## config.mk

```make
export PLATFORM = sky130hd
export DESIGN_NAME = pixel_replacement_pipe_flat
export DESIGN_NICKNAME = d
export VERILOG_FILES = /design/src/rtl/pixel_replacement_pipe_if.sv /design/src/rtl/pixel_replacement_pipe.sv /design/src/flat_wrapper.sv
export SDC_FILE = /design/constraint.sdc
export NUM_CORES = 1
export LEC_CHECK = 0
export ABC_AREA = 1
export CAP_MARGIN = 20
export CORE_MARGIN = 10
export CORE_UTILIZATION = 52
export DETAILED_ROUTE_END_ITERATION = 10
export GPL_TIMING_DRIVEN = 0
export PLACE_DENSITY = 0.72
export SYNTH_ARGS = -nofsm -noshare
export SYNTH_HDL_FRONTEND = slang
export SYNTH_SLANG_ARGS = --single-unit
```

## constraint.sdc

```tcl
create_clock -name clk -period 6.9 [get_ports clk]
set_clock_uncertainty 0.15 [all_clocks]
set_input_delay 1.725 -clock clk [delete_from_list [all_inputs] [get_ports clk]]
set_output_delay 1.725 -clock clk [all_outputs]
set_load 0.02 [all_outputs]
```

## src/rtl/pixel_replacement_pipe_if.sv

```systemverilog
// pixel_replacement_pipe_if: input-beat and output-beat valid/ready stream bundle for the pixel replacement pipe
interface pixel_replacement_pipe_if #(
  parameter int PIX_W = 32,
  parameter int K_W   = 4
);
  logic             in_valid;
  logic             in_ready;
  logic [PIX_W-1:0] pixel_in;
  logic [PIX_W-1:0] weighted_mean;
  logic [PIX_W-1:0] std_dev;
  logic [K_W-1:0]   k_mult;
  logic [1:0]       mode;
  logic             out_valid;
  logic             out_ready;
  logic [PIX_W-1:0] pixel_out;
  logic             bad_flag;
  modport slave (
    input  in_valid, pixel_in, weighted_mean, std_dev, k_mult, mode, out_ready,
    output in_ready, out_valid, pixel_out, bad_flag
  );
  modport master (
    output in_valid, pixel_in, weighted_mean, std_dev, k_mult, mode, out_ready,
    input  in_ready, out_valid, pixel_out, bad_flag
  );
endinterface

```

## src/rtl/pixel_replacement_pipe.sv

```systemverilog
// pixel_replacement_pipe: 2-stage valid/ready pipe flagging pixels beyond k*std_dev of the mean and replacing them per mode
module pixel_replacement_pipe #(
  parameter int PIX_W = 32,
  parameter int K_W   = 4,
  parameter int CNT_W = 16
) (
  input  logic                 clk,
  input  logic                 reset,
  pixel_replacement_pipe_if.slave px,
  input  logic                 cnt_clr_i,
  output logic [CNT_W-1:0]     replaced_cnt_o
);
  localparam int TW = PIX_W + K_W;
  logic             s1_valid_q;
  logic [PIX_W-1:0] s1_diff_q, s1_pix_q, s1_mean_q;
  logic [TW-1:0]    s1_thr_q;
  logic [1:0]       s1_mode_q;
  logic             s2_valid_q, s2_bad_q;
  logic [PIX_W-1:0] s2_pix_q, last_good_q;
  logic [1:0]       s2_mode_q;
  logic             lg_seen_q;
  logic [CNT_W-1:0] cnt_q;
  logic             s1_adv, in_xfer, s2_load, bad_d, cnt_inc;
  logic [PIX_W-1:0] diff_d, clamp_d, repl_d, pix_d;
  logic [TW-1:0]    thr_d, mean_ext;
  always_comb begin
    s1_adv         = !s2_valid_q || px.out_ready;
    px.in_ready    = !s1_valid_q || s1_adv;
    px.out_valid   = s2_valid_q;
    px.pixel_out   = s2_pix_q;
    px.bad_flag    = s2_bad_q;
    replaced_cnt_o = cnt_q;
    in_xfer        = px.in_valid && px.in_ready;
    s2_load        = s1_valid_q && s1_adv;
    diff_d         = px.pixel_in > px.weighted_mean ? px.pixel_in - px.weighted_mean
                                                    : px.weighted_mean - px.pixel_in;
    thr_d          = TW'(px.k_mult) * TW'(px.std_dev);
    mean_ext       = TW'(s1_mean_q);
    bad_d          = TW'(s1_diff_q) > s1_thr_q;
    // the clamp bound lies between pixel and mean, so truncation back to PIX_W is lossless
    clamp_d        = s1_pix_q > s1_mean_q ? PIX_W'(mean_ext + s1_thr_q) : PIX_W'(mean_ext - s1_thr_q);
    repl_d         = s1_mode_q == 2'd1 ? s1_mean_q
                   : s1_mode_q == 2'd2 ? (lg_seen_q ? last_good_q : s1_mean_q)
                   : clamp_d;
    pix_d          = bad_d && s1_mode_q != 2'd0 ? repl_d : s1_pix_q;
    cnt_inc        = s2_valid_q && px.out_ready && s2_bad_q && s2_mode_q != 2'd0 && cnt_q != '1;
  end
  always_ff @(posedge clk or negedge reset) begin
    if (!reset) begin
      s1_valid_q  <= 1'b0;
      s1_diff_q   <= '0;
      s1_thr_q    <= '0;
      s1_pix_q    <= '0;
      s1_mean_q   <= '0;
      s1_mode_q   <= '0;
      s2_valid_q  <= 1'b0;
      s2_pix_q    <= '0;
      s2_bad_q    <= 1'b0;
      s2_mode_q   <= '0;
      last_good_q <= '0;
      lg_seen_q   <= 1'b0;
      cnt_q       <= '0;
    end else begin
      if (px.in_ready) s1_valid_q <= px.in_valid;
      if (in_xfer) begin
        s1_diff_q <= diff_d;
        s1_thr_q  <= thr_d;
        s1_pix_q  <= px.pixel_in;
        s1_mean_q <= px.weighted_mean;
        s1_mode_q <= px.mode;
      end
      if (s1_adv) s2_valid_q <= s1_valid_q;
      if (s2_load) begin
        s2_pix_q  <= pix_d;
        s2_bad_q  <= bad_d;
        s2_mode_q <= s1_mode_q;
        if (!bad_d) begin
          last_good_q <= s1_pix_q;
          lg_seen_q   <= 1'b1;
        end
      end
      cnt_q <= cnt_clr_i ? '0 : cnt_q + CNT_W'(cnt_inc);
    end
  end
endmodule

```

## src/flat_wrapper.sv

```systemverilog
// flat-port wrapper written by rule: the top's interface ports become plain ports
module pixel_replacement_pipe_flat 
#(
  parameter int PIX_W = 32,
  parameter int K_W   = 4,
  parameter int CNT_W = 16
)
  (clk, reset, cnt_clr_i, replaced_cnt_o, px_in_valid, px_pixel_in, px_weighted_mean, px_std_dev, px_k_mult, px_mode, px_out_ready, px_in_ready, px_out_valid, px_pixel_out, px_bad_flag);
  pixel_replacement_pipe_if #(.PIX_W(PIX_W), .K_W(K_W)) px_i ();
  input  logic clk;
  input  logic reset;
  input  logic cnt_clr_i;
  output logic [CNT_W-1:0] replaced_cnt_o;
  input wire logic [$bits(px_i.in_valid)-1:0] px_in_valid;
  input wire logic [$bits(px_i.pixel_in)-1:0] px_pixel_in;
  input wire logic [$bits(px_i.weighted_mean)-1:0] px_weighted_mean;
  input wire logic [$bits(px_i.std_dev)-1:0] px_std_dev;
  input wire logic [$bits(px_i.k_mult)-1:0] px_k_mult;
  input wire logic [$bits(px_i.mode)-1:0] px_mode;
  input wire logic [$bits(px_i.out_ready)-1:0] px_out_ready;
  output wire logic [$bits(px_i.in_ready)-1:0] px_in_ready;
  output wire logic [$bits(px_i.out_valid)-1:0] px_out_valid;
  output wire logic [$bits(px_i.pixel_out)-1:0] px_pixel_out;
  output wire logic [$bits(px_i.bad_flag)-1:0] px_bad_flag;
  assign px_i.in_valid = px_in_valid;
  assign px_i.pixel_in = px_pixel_in;
  assign px_i.weighted_mean = px_weighted_mean;
  assign px_i.std_dev = px_std_dev;
  assign px_i.k_mult = px_k_mult;
  assign px_i.mode = px_mode;
  assign px_i.out_ready = px_out_ready;
  assign px_in_ready = px_i.in_ready;
  assign px_out_valid = px_i.out_valid;
  assign px_pixel_out = px_i.pixel_out;
  assign px_bad_flag = px_i.bad_flag;
  pixel_replacement_pipe #(.PIX_W(PIX_W), .K_W(K_W), .CNT_W(CNT_W)) u_core (.clk(clk), .reset(reset), .px(px_i), .cnt_clr_i(cnt_clr_i), .replaced_cnt_o(replaced_cnt_o));
endmodule
```

==> metrics.md <==
| Metric | Value |
|---|---|
| Outcome | completed |
| CTS tree | built |
| Gr usage total | 0.3261 |
| Synth cell types | 58 |
| Mapped Area | 21680 um^2 |
| Worst-path clk slew | 70 ps |
| Comb pwr share | 0.582 |
| Crit end category | flop |
| Hold buffer count at CTS | 0 |
| Yosys top cell area share | 0.2540 |
| Hold WC Path Type | reg -> reg |
| Place WS | 200.3 ps |
| Fin. max-slew vios | 0 |
| Register area | 5505 um^2 |
| Placed Cells | 3884 |
| Multi-input gate area | 13940 um^2 |
| Worst setup margin | 716.5 ps |
| CORE AREA | 41020 um^2 |
| Fin crit share | 0.8962 |
| Post-DR vias/cell | 5.777 |
| Kind of critical path | in -> reg |
| GRT overflow | 0 |
| Cells on worst reg2reg path | 25 |
| Worst slew pin tran | 1039 ps |
| Synth Area per Inst | 6.789 um^2 |
| Most used cell, CP | nand3_1 |
| FF+latch count, synth | 220 |
| Diodes inserted | 0 |
| Num CTS Buffers | 27 |
| Initial DRC count | 2299 |
| Vias in the first global route | 22216 |
| Drc violations | 0 |
| Top-count cell post-synth | nand2_1 |
| Via count | 22725 |
| Die X | 224.2 um |
| Req. time, crit path | 7190 ps |
| Switch share | 0.5086 |
| Die area | 50250 um^2 |
| Hold Worst Slack | 326.9 ps |
| Peak supply drop | 0.2390 mV |
| Reg-to-reg slack, setup | 1270 ps |
| CTS H-tree lvls | 1 |
| MaxCap Viol Count | 0 |
| Antenna Violating Nets Remaining | 0 |
| # rows | 74 |
| Psw | 4.422 mW |
| Count of final setup violators | 0 |
| Fin. Hold Viols | 0 |
| Finished Layout Cells | 3934 |
| Hold depth | 2 |
| Bufs on Longest Clock Path | 3 |
| PD cells | 348.3 nW/um^2 |
| Drt wl/cell | 21.25 um |
| WP data arrival | 6480 ps |
| Synth warn | 0 |
| CP max stage cell | clkdlybuf4s50_1 |
| Main flop type after synthesis | dfrtp_1 |
| Slew Limit Headroom | 0.3075 |
| CTS sink cnt | 220 |
| Sequential power share | 0.236 |
| Placer Congestion | 1.023 |
| Asr flop ratio synth | 1.000 |
| PortBufs | 157 |
| Crit-path cells | clkdlybuf4s50_1 -> clkbuf_1 -> nand2_1 -> fa_1 -> fa_1 -> inv_1 -> fa_1 -> nand3_1 -> nand3_1 -> inv_1 -> nor2_1 -> nor2_1 -> o21bai_2 -> a21boi_1 -> o21ai_1 -> nand3_1 -> nand3b_1 -> nand3_1 -> nand2_1 |
| Clock power frac | 0.182 |
| RSZ-0062 raised after global routing | no |
| Synth top area cells | dfrtp_1 (25%), nand2_1 (15%), ha_1 (12%) |
| Initial Utilization | 0.5285 |
| DRT Pass-1 Iters | 7 |
| Leakage dissipation | 12.80 nW |
| Number of flops mapped to enable cells by yosys | 0 |
| IO Count | 158 |
| Setup crit start kind | input port |
| Post-synth top area cell | dfrtp_1 |
| Post-Synthesis Cells | 3193 |
| Syn Nets | 3564 |
| Sequential share of the synthesized area | 0.2540 |
| Layout cells sized above 1 | 0.04380 |
| Die height | 224.2 um |
| Overall power | 8.693 mW |
| First-pass GRT wire length | 127.4 mm |
| Commonest cells in the netlist | nand2_1 (888), inv_1 (453), o21ai_0 (284), a21oi_1 (261), nor2_1 (239) |
| Crit Path Max Fanout | 10 |
| Setup Fix Bufs, Post-CTS | 0 |
| P_int | 4.271 mW |
| Initial antenna violation count | 1 |
| Clock Latency Late Sink | 590 ps |
| Fillers | 3962 |
| Tmin final | 6183 ps |
| Detailed Route WL | 83.60 mm |
| Peak Freq | 161.7 MHz |
| Post-cts sizing count | 0 |
| Post-DP HPWL | 69.43 mm |
| CP max stage delay | 720 ps |
| Root Driver | clkbuf_16 |
| Fin nets | 3752 |
| Largest net degree at the start of global routing | 92 |
| Synth-to-layout area growth | 15.14% |
## registers in the layout, summed over array words and instances (netlist names), 2 cells and up
name / cells
u_core.s2_mode_q: 2
u_core.s1_thr_q: 36
u_core.s1_mean_q: 32
u_core.s1_mode_q: 2
u_core.s1_diff_q: 32
u_core.s1_pix_q: 32
u_core.last_good_q: 32
u_core.px.pixel_out: 32
u_core.replaced_cnt_o: 16
## cells by family (layout without fill, tap and decap cells)
| family | after synthesis | count (layout) | synth area share |
|---|---|---|---|
| XOR/XNOR | 92 | 92 | 0.03717 |
| AO/OA/AOI/OAI | 702 | 702 | 0.1781 |
| buffers and inverters | 567 | 776 | 0.1029 |
| AND/OR/NAND/NOR | 1348 | 1348 | 0.2536 |
| adder cells (fa/ha/maj) | 264 | 264 | 0.1742 |
| flip-flops | 220 | 220 | 0.2540 |
## path summary, 6_finish.rpt
kind                                                     start                                  end
max                                               px_k_mult[2]      u_core.s1_thr_q[34]$_DFFE_PN0P_
min                        u_core.px.pixel_out[12]$_DFFE_PN0P_  u_core.px.pixel_out[12]$_DFFE_PN0P_
max reg2reg                   u_core.s1_mean_q[29]$_DFFE_PN0P_  u_core.px.pixel_out[25]$_DFFE_PN0P_
min reg2reg                u_core.px.pixel_out[12]$_DFFE_PN0P_  u_core.px.pixel_out[12]$_DFFE_PN0P_
max in group asynchronous                                reset       u_core.s1_thr_q[1]$_DFFE_PN0P_
min in group asynchronous                                reset  u_core.px.pixel_out[10]$_DFFE_PN0P_
## worst max-delay path, delay by kind of cell
kind                       cells  cell delay (ps)
and+or+nand+nor                9             1170
buffers and inverters          4             1400
adders and majority gates      3             1540
AOI/OAI and AO/OA              3              620
## placed cells by master (no fill, tap or decap), types with 6 or more instances in the layout
master	synthesis	layout
inv_1	453	453
clkbuf_1	68	69
nor3_1	26	26
o21ai_0	284	284
a21oi_1	261	261
xor2_1	78	78
fa_1	63	63
o21bai_1	16	16
nand2_2	15	15
nand2_1	888	888
o21ai_2	6	6
nand3_1	125	125
or2_2	8	8
nand3b_1	9	9
nor2_1	239	239
buf_4	10	10
o211ai_1	19	19
o21ai_1	21	21
clkbuf_16	0	27
o21a_1	10	10
clkdlybuf4s50_1	0	156
a31oi_1	31	31
ha_1	201	201
xnor2_1	14	14
a21o_1	20	20
nand4_1	14	14
dfrtp_1	220	220
buf_2	21	21
## final cells by class
cell class / count / share of cell area
multi-input combinational: 2406 / 0.5586
sequential: 220 / 0.2206
inverter: 463 / 0.06973
timing repair buffer: 159 / 0.06537
clock buffer: 31 / 0.02888
tap: 532 / 0.02667
buffer: 104 / 0.01960
clock inverter: 19 / 0.01058
## metal layers
layer / track usage / part of all wire
met5: 0 / 0.000084
met4: 0.1720 / 0.060
met3: 0.05487 / 0.085
met2: 0.5160 / 0.44
met1: 0.4210 / 0.41
## metrics by stage
| stage | util | TNS (ps) | cell area [um^2] |
|---|---|---|---|
| finish | 0.6085 | 0 | 24960 |
| floorplan | - | 0 | 21680 |
| CTS | 0.6085 | 0 | 24960 |
| global placement | 0.5830 | -1164000 | 23910 |
| global route | 0.6085 | 0 | 24960 |
| detailed placement | 0.5845 | 0 | 23970 |
## power groups by stage
stage / Combinational, mW / Sequential, mW / Clock, mW
3_5_place_dp: 4.89 / 2.05 / 0
4_1_cts: 4.92 / 2.03 / 1.59
6_report: 5.06 / 2.05 / 1.58
3_3_place_gp: 4.81 / 2.04 / 0
2_1_floorplan: 3.10 / 2.00 / 0
5_1_grt: 5.55 / 2.08 / 1.64
(Power assumes the default switching activity.)
